<file path="src/rtl/systolic_sequencer_if.sv">
// Host/buffer/array-facing bundle of the systolic sequencer: start request,
// status, per-lane buffer read ports and array edge valid/clear lines.
interface systolic_sequencer_if #(
    parameter int ROWS    = 4,
    parameter int COLUMNS = 4,
    parameter int KW      = 8
);
    logic                      Start;
    logic [KW-1:0]             K_Len;
    logic                      Busy;
    logic                      Done;
    logic [COLUMNS-1:0]        Act_Rd_En;
    logic [COLUMNS*KW-1:0]     Act_Rd_Addr;
    logic [ROWS-1:0]           Weight_Rd_En;
    logic [ROWS*KW-1:0]        Weight_Rd_Addr;
    logic [COLUMNS-1:0]        Act_Valids;
    logic [ROWS-1:0]           Weight_Valids;
    logic [ROWS-1:0]           Clear_Row;
    logic [COLUMNS-1:0]        Clear_Col;

    modport master (
        output Start, K_Len,
        input  Busy, Done, Act_Rd_En, Act_Rd_Addr, Weight_Rd_En, Weight_Rd_Addr,
        input  Act_Valids, Weight_Valids, Clear_Row, Clear_Col
    );

    modport slave (
        input  Start, K_Len,
        output Busy, Done, Act_Rd_En, Act_Rd_Addr, Weight_Rd_En, Weight_Rd_Addr,
        output Act_Valids, Weight_Valids, Clear_Row, Clear_Col
    );
endinterface

</file>
<file path="src/rtl/systolic_sequencer.sv">
// Control FSM for one matrix-multiply pass on a ROWS x COLUMNS systolic array.
// Optional early termination input Abort is enabled by SYSTOLIC_SEQ_ABORT_EN.
module systolic_sequencer #(
    parameter int ROWS         = 4,
    parameter int COLUMNS      = 4,
    parameter int KW           = 8,
    parameter int NODE_LATENCY = 2
) (
    input  logic Clock,
    input  logic Reset,
`ifdef SYSTOLIC_SEQ_ABORT_EN
    input  logic Abort,
`endif
    systolic_sequencer_if.slave bus
);
    localparam int MAXRC     = (ROWS > COLUMNS) ? ROWS : COLUMNS;
    localparam int TW        = KW + 1;
    localparam int DRAIN_CYC = ROWS + COLUMNS + NODE_LATENCY;
    localparam int DW        = $clog2(DRAIN_CYC + 1);

    typedef enum logic [2:0] {IDLE, CLEAR, STREAM, DRAIN, DONE} state_t;

    state_t                state_q, state_d;
    logic [KW-1:0]         k_q, k_d;
    logic [TW-1:0]         t_q, t_d;
    logic [DW-1:0]         drn_q, drn_d;
    logic [TW-1:0]         last_t;
    logic                  abort;

    logic                  busy_q, busy_d;
    logic                  done_q, done_d;
    logic [COLUMNS-1:0]    act_en_q, act_en_d;
    logic [COLUMNS*KW-1:0] act_addr_q, act_addr_d;
    logic [ROWS-1:0]       w_en_q, w_en_d;
    logic [ROWS*KW-1:0]    w_addr_q, w_addr_d;
    logic [COLUMNS-1:0]    act_vld_q, act_vld_d;
    logic [ROWS-1:0]       w_vld_q, w_vld_d;
    logic [ROWS-1:0]       clr_row_q, clr_row_d;
    logic [COLUMNS-1:0]    clr_col_q, clr_col_d;

`ifdef SYSTOLIC_SEQ_ABORT_EN
    assign abort = Abort && (state_q != IDLE);
`else
    assign abort = 1'b0;
`endif

    // Last step index: K-1 for lane 0 plus the skew of the farthest lane.
    assign last_t = TW'(k_q) + TW'(MAXRC) - TW'(2);

    always_comb begin
        state_d = state_q;
        k_d     = k_q;
        t_d     = t_q;
        drn_d   = drn_q;
        unique case (state_q)
            IDLE: begin
                if (bus.Start) begin
                    state_d = CLEAR;
                    k_d     = bus.K_Len;
                end
            end
            CLEAR: begin
                t_d     = '0;
                state_d = (k_q != '0) ? STREAM : DONE;
            end
            STREAM: begin
                if (t_q == last_t) begin
                    state_d = DRAIN;
                    drn_d   = '0;
                end else begin
                    t_d = t_q + TW'(1);
                end
            end
            DRAIN: begin
                if (drn_q == DW'(DRAIN_CYC - 1)) state_d = DONE;
                else                             drn_d   = drn_q + DW'(1);
            end
            DONE:    state_d = IDLE;
            default: state_d = IDLE;
        endcase
        if (abort) state_d = IDLE;
    end

    // Outputs are decoded from the next state so they register alongside it.
    always_comb begin
        act_en_d   = '0;
        act_addr_d = '0;
        w_en_d     = '0;
        w_addr_d   = '0;
        for (int c = 0; c < COLUMNS; c++) begin
            act_en_d[c] = (state_d == STREAM) && (int'(t_d) >= c) && (int'(t_d) < c + int'(k_d));
            if (act_en_d[c]) act_addr_d[c*KW +: KW] = KW'(t_d - TW'(c));
        end
        for (int r = 0; r < ROWS; r++) begin
            w_en_d[r] = (state_d == STREAM) && (int'(t_d) >= r) && (int'(t_d) < r + int'(k_d));
            if (w_en_d[r]) w_addr_d[r*KW +: KW] = KW'(t_d - TW'(r));
        end
        act_vld_d = (state_d == IDLE) ? '0 : act_en_q;
        w_vld_d   = (state_d == IDLE) ? '0 : w_en_q;
        clr_row_d = (state_d == CLEAR) ? '1 : '0;
        clr_col_d = (state_d == CLEAR) ? '1 : '0;
        busy_d    = (state_d != IDLE);
        done_d    = (state_d == DONE);
    end

    always_ff @(posedge Clock) begin
        if (Reset) begin
            state_q    <= IDLE;
            k_q        <= '0;
            t_q        <= '0;
            drn_q      <= '0;
            busy_q     <= 1'b0;
            done_q     <= 1'b0;
            act_en_q   <= '0;
            act_addr_q <= '0;
            w_en_q     <= '0;
            w_addr_q   <= '0;
            act_vld_q  <= '0;
            w_vld_q    <= '0;
            clr_row_q  <= '0;
            clr_col_q  <= '0;
        end else begin
            state_q    <= state_d;
            k_q        <= k_d;
            t_q        <= t_d;
            drn_q      <= drn_d;
            busy_q     <= busy_d;
            done_q     <= done_d;
            act_en_q   <= act_en_d;
            act_addr_q <= act_addr_d;
            w_en_q     <= w_en_d;
            w_addr_q   <= w_addr_d;
            act_vld_q  <= act_vld_d;
            w_vld_q    <= w_vld_d;
            clr_row_q  <= clr_row_d;
            clr_col_q  <= clr_col_d;
        end
    end

    assign bus.Busy           = busy_q;
    assign bus.Done           = done_q;
    assign bus.Act_Rd_En      = act_en_q;
    assign bus.Act_Rd_Addr    = act_addr_q;
    assign bus.Weight_Rd_En   = w_en_q;
    assign bus.Weight_Rd_Addr = w_addr_q;
    assign bus.Act_Valids     = act_vld_q;
    assign bus.Weight_Valids  = w_vld_q;
    assign bus.Clear_Row      = clr_row_q;
    assign bus.Clear_Col      = clr_col_q;
endmodule

</file>
<file path="src/flat_wrapper.sv">
// flat-port wrapper written by rule: the top's interface ports become plain ports
module systolic_sequencer_flat 
#(
    parameter int ROWS         = 4,
    parameter int COLUMNS      = 4,
    parameter int KW           = 8,
    parameter int NODE_LATENCY = 2
)
  (Clock, Reset, bus_Start, bus_K_Len, bus_Busy, bus_Done, bus_Act_Rd_En, bus_Act_Rd_Addr, bus_Weight_Rd_En, bus_Weight_Rd_Addr, bus_Act_Valids, bus_Weight_Valids, bus_Clear_Row, bus_Clear_Col);
  systolic_sequencer_if #(.ROWS(ROWS), .COLUMNS(COLUMNS), .KW(KW)) bus_i ();
  input  logic Clock;
  input  logic Reset;
  input wire logic [$bits(bus_i.Start)-1:0] bus_Start;
  input wire logic [$bits(bus_i.K_Len)-1:0] bus_K_Len;
  output wire logic [$bits(bus_i.Busy)-1:0] bus_Busy;
  output wire logic [$bits(bus_i.Done)-1:0] bus_Done;
  output wire logic [$bits(bus_i.Act_Rd_En)-1:0] bus_Act_Rd_En;
  output wire logic [$bits(bus_i.Act_Rd_Addr)-1:0] bus_Act_Rd_Addr;
  output wire logic [$bits(bus_i.Weight_Rd_En)-1:0] bus_Weight_Rd_En;
  output wire logic [$bits(bus_i.Weight_Rd_Addr)-1:0] bus_Weight_Rd_Addr;
  output wire logic [$bits(bus_i.Act_Valids)-1:0] bus_Act_Valids;
  output wire logic [$bits(bus_i.Weight_Valids)-1:0] bus_Weight_Valids;
  output wire logic [$bits(bus_i.Clear_Row)-1:0] bus_Clear_Row;
  output wire logic [$bits(bus_i.Clear_Col)-1:0] bus_Clear_Col;
  assign bus_i.Start = bus_Start;
  assign bus_i.K_Len = bus_K_Len;
  assign bus_Busy = bus_i.Busy;
  assign bus_Done = bus_i.Done;
  assign bus_Act_Rd_En = bus_i.Act_Rd_En;
  assign bus_Act_Rd_Addr = bus_i.Act_Rd_Addr;
  assign bus_Weight_Rd_En = bus_i.Weight_Rd_En;
  assign bus_Weight_Rd_Addr = bus_i.Weight_Rd_Addr;
  assign bus_Act_Valids = bus_i.Act_Valids;
  assign bus_Weight_Valids = bus_i.Weight_Valids;
  assign bus_Clear_Row = bus_i.Clear_Row;
  assign bus_Clear_Col = bus_i.Clear_Col;
  systolic_sequencer #(.ROWS(ROWS), .COLUMNS(COLUMNS), .KW(KW), .NODE_LATENCY(NODE_LATENCY)) u_core (.Clock(Clock), .Reset(Reset), .bus(bus_i));
endmodule
</file>
<file path="config.mk">
export PLATFORM = sky130hd
export DESIGN_NAME = systolic_sequencer_flat
export DESIGN_NICKNAME = d
export VERILOG_FILES = /design/src/rtl/systolic_sequencer_if.sv /design/src/rtl/systolic_sequencer.sv /design/src/flat_wrapper.sv
export SDC_FILE = /design/constraint.sdc
export NUM_CORES = 1
export LEC_CHECK = 0
export ABC_AREA = 1
export CAP_MARGIN = 20
export CORE_MARGIN = 2
export CORE_UTILIZATION = 50
export DETAILED_ROUTE_END_ITERATION = 8
export PLACE_DENSITY = 0.84
export RECOVER_POWER = 25
export SLEW_MARGIN = 20
export SYNTH_ARGS = -nofsm -noshare
export SYNTH_HDL_FRONTEND = slang
export SYNTH_SLANG_ARGS = --single-unit
</file>
<file path="constraint.sdc">
create_clock -name Clock -period 3.5 [get_ports Clock]
set_input_delay 0.35 -clock Clock [delete_from_list [all_inputs] [get_ports Clock]]
set_output_delay 0.35 -clock Clock [all_outputs]
set_load 0.005 [all_outputs]
</file>
==> results.cfg <==
[run_status]
outcome = finished, final reports clean

[grt]
grt_pass1_wl_um = 19130
antenna_found_initial = 0
grt_pass1_vias = 4034
grt-ovfl-total = 0
grtUsageTotal_pct = 23.82
grt_max_degree = 24

[clock_tree]
htreeDepth = 3
cts_sinks = 67
clockBufferDepth = 2
cts_buffers = 9
post_cts_resized = 0
insertion_delay_ns = 0.36
cts_setup_buffers = 0
cts_tree = done
clk_pin_slew_ns = 0.08
cts_hold_buf = 0
cts_root_buffer = clkbuf_8

[timing]
setup_slack_ns = 0.3270
worst_pin_slew_ns = 1.144
fin_skew_ns = 0.008183
setup_viol = 0
fmax_ghz = 0.3152
tns_ns = 0
min_period_ns = 3.173
finalHoldViolations = 0
max_slew_margin_pct = 22.95
post-route-period-util_pct = 90.66
drv_slew = 0
rsz0062_at_grt = no

[synthesis]
synthCells = 657
synth_seq_area_share_pct = 28.26
syn-cell-area_um2 = 4746
yosysWarnings = 0
synth_top_area_share_pct = 28.26
synth_flop_cell = dfxtp_1
syn_nets = 704
async_flop_share_pct = 0
synth-edff-count = 0
yosys.area.top_type = dfxtp_1
ys_ff_latch = 67
synth.distinct_cells = 40
ys_top_cells_by_area = dfxtp_1, nand2_1, ha_1
synth.avg_cell_area_um2 = 7.223

[route]
drt_pass1_iterations = 5
drtIter0Drc = 287
ant_nets = 0
wl_per_cell_um = 13.83
vias = 4263
route.detailed.drc = 0
viasPerCell = 4.957
wl_um = 11900

[placement]
place_congestion = 0.9842
numPlacedInstances = 844
place_ws_ns = 0.1678
port_buffers = 100
hpwlAfterDp_um = 9429

[finish]
fillers = 782
final_common_cell = nand2_1
final_util_pct = 62.98
synthToLayoutAreaGrowth_pct = 22.62
drive_gt1_share_pct = 13.95
layout_common_cells = nand2_1, inv_1, clkdlybuf4s50_1, nor2_1, dfxtp_1
num-nets-final = 773
diodes = 0
stdcell_count = 860

[worst_setup_path]
crit_type = register to register
cpMostUsedCell = nand2_1
path_delay_family = simple AND/OR/NAND/NOR gates
slowest_stage = dfxtp_1
path_max_fanout = 9
cp.buffers_inverters = 2
end_kind = register
path_cells = ha_1, nand2_1, inv_1, nand3_1, nand2_1, nand2_1, nand4_4, nor2_4, nor2_4, nand2_2, o21ai_4, inv_1, ha_1, a21oi_1, o21ai_0, a21oi_1, o211ai_1, nand2_1, nand2_2, nor2_1
critPathArrivalTime_ns = 3.46
start_kind = register
worstPathRequired_ns = 3.79
max_stage_delay_ns = 0.40

[power_and_ir_drop]
p_leak_nw = 2.921
power.total_mw = 2.269
vdd_ir_drop_max_mv = 0.1627
p_per_area_nw_per_um2 = 389.9

[die]
die-width_um = 101.4
start_util_pct = 51.36
placeableCoreArea_um2 = 9240
pin_count = 101
dieArea_um2 = 10290
die_h_um = 101.4
rows = 35

[run]
drv_cap = 0

[min_path]
hold_class = register to register
-- stage by stage --
stage	hold slack [ns]	instance area, um2
after floorplan	0.4285	4746
after global placement	0.4308	5603
after detailed placement	0.4448	5603
after CTS	0.4610	5828
after global routing	0.4789	5819
final	0.4555	5819
-- state kept, by name, indices dropped and copies added (netlist names) --
signal and cells:
u_core.bus.Act_Rd_En 4, u_core.bus.Done 1, u_core.t_q 9, u_core.state_q 3
u_core.bus.Busy 1, u_core.bus.Act_Rd_Addr 32, u_core.bus.Clear_Row 1, u_core.k_q 8
u_core.drn_q 4, u_core.bus.Act_Valids 4
-- cell usage after synthesis, drive strengths merged (2+ instances only) --
cell type	count
ha	36
xnor2	10
nand4	8
clkbuf	3
nor3	8
nand2	164
or2	2
dfxtp	67
o21bai	4
nor2	101
a21oi	11
buf	48
inv	101
xor2	24
nor4	4
o21ai	17
o211ai	4
nand3	42
-- cells by family after synthesis --
group / share of synthesized area [%]
AO/OA/AOI/OAI: 5.721
buffers and inverters: 15.95
AND/OR/NAND/NOR: 34.30
flip-flops: 28.26
XOR/XNOR: 6.275
adder cells (fa/ha/maj): 9.491
-- final timing paths --
| check | start | end | slack (ns) | cells past startpoint |
|---|---|---|---|---|
| hold / removal | u_core.bus.Act_Rd_En[2]$_SDFF_PP0_ | u_core.bus.Act_Valids[2]$_SDFF_PP0_ | 0.46 | 2 |
| setup / recovery | u_core.k_q[1]$_SDFF_PP0_ | u_core.bus.Act_Rd_Addr[1]$_SDFF_PP0_ | 0.33 | 20 |
| setup reg to reg | u_core.k_q[1]$_SDFF_PP0_ | u_core.bus.Act_Rd_Addr[1]$_SDFF_PP0_ | 0.33 | 20 |
| hold reg to reg | u_core.bus.Act_Rd_En[2]$_SDFF_PP0_ | u_core.bus.Act_Valids[2]$_SDFF_PP0_ | 0.46 | 2 |
-- layout make-up --
type                       instances  area (um2)  share of cell area, %
clock buffer                       9       123.9                  2.129
clock inverter                     7       101.3                  1.742
inverter                         101       384.1                  6.601
multi-input combinational        438        2639                  45.35
sequential                        67        1341                  23.05
tap                              129       161.4                  2.774
timing repair buffer             109        1069                  18.36
-- per-layer routing --
metal	GRT usage, %	part of all wire (%)	vias to the layer above
li1	-	-	2127
met1	29.25	43	1992
met2	41.98	50	131
met3	4.762	5.4	13
met4	7.277	1.3	0
met5	0	0	-
-- worst min-delay path, delay by kind of cell, from the launching register on --
family	cells	cell delay [ns]
DFF	1	0.33
buffers and inverters	1	0.05
and+or+nand+nor	1	0.03
-- report_power, final --
group          switching [mW]  internal [mW]  total (mW)
Clock                   0.337          0.407       0.743
Combinational           0.434          0.269       0.703
Sequential             0.0280          0.795       0.823
Power figures use the tool's default switching activity.
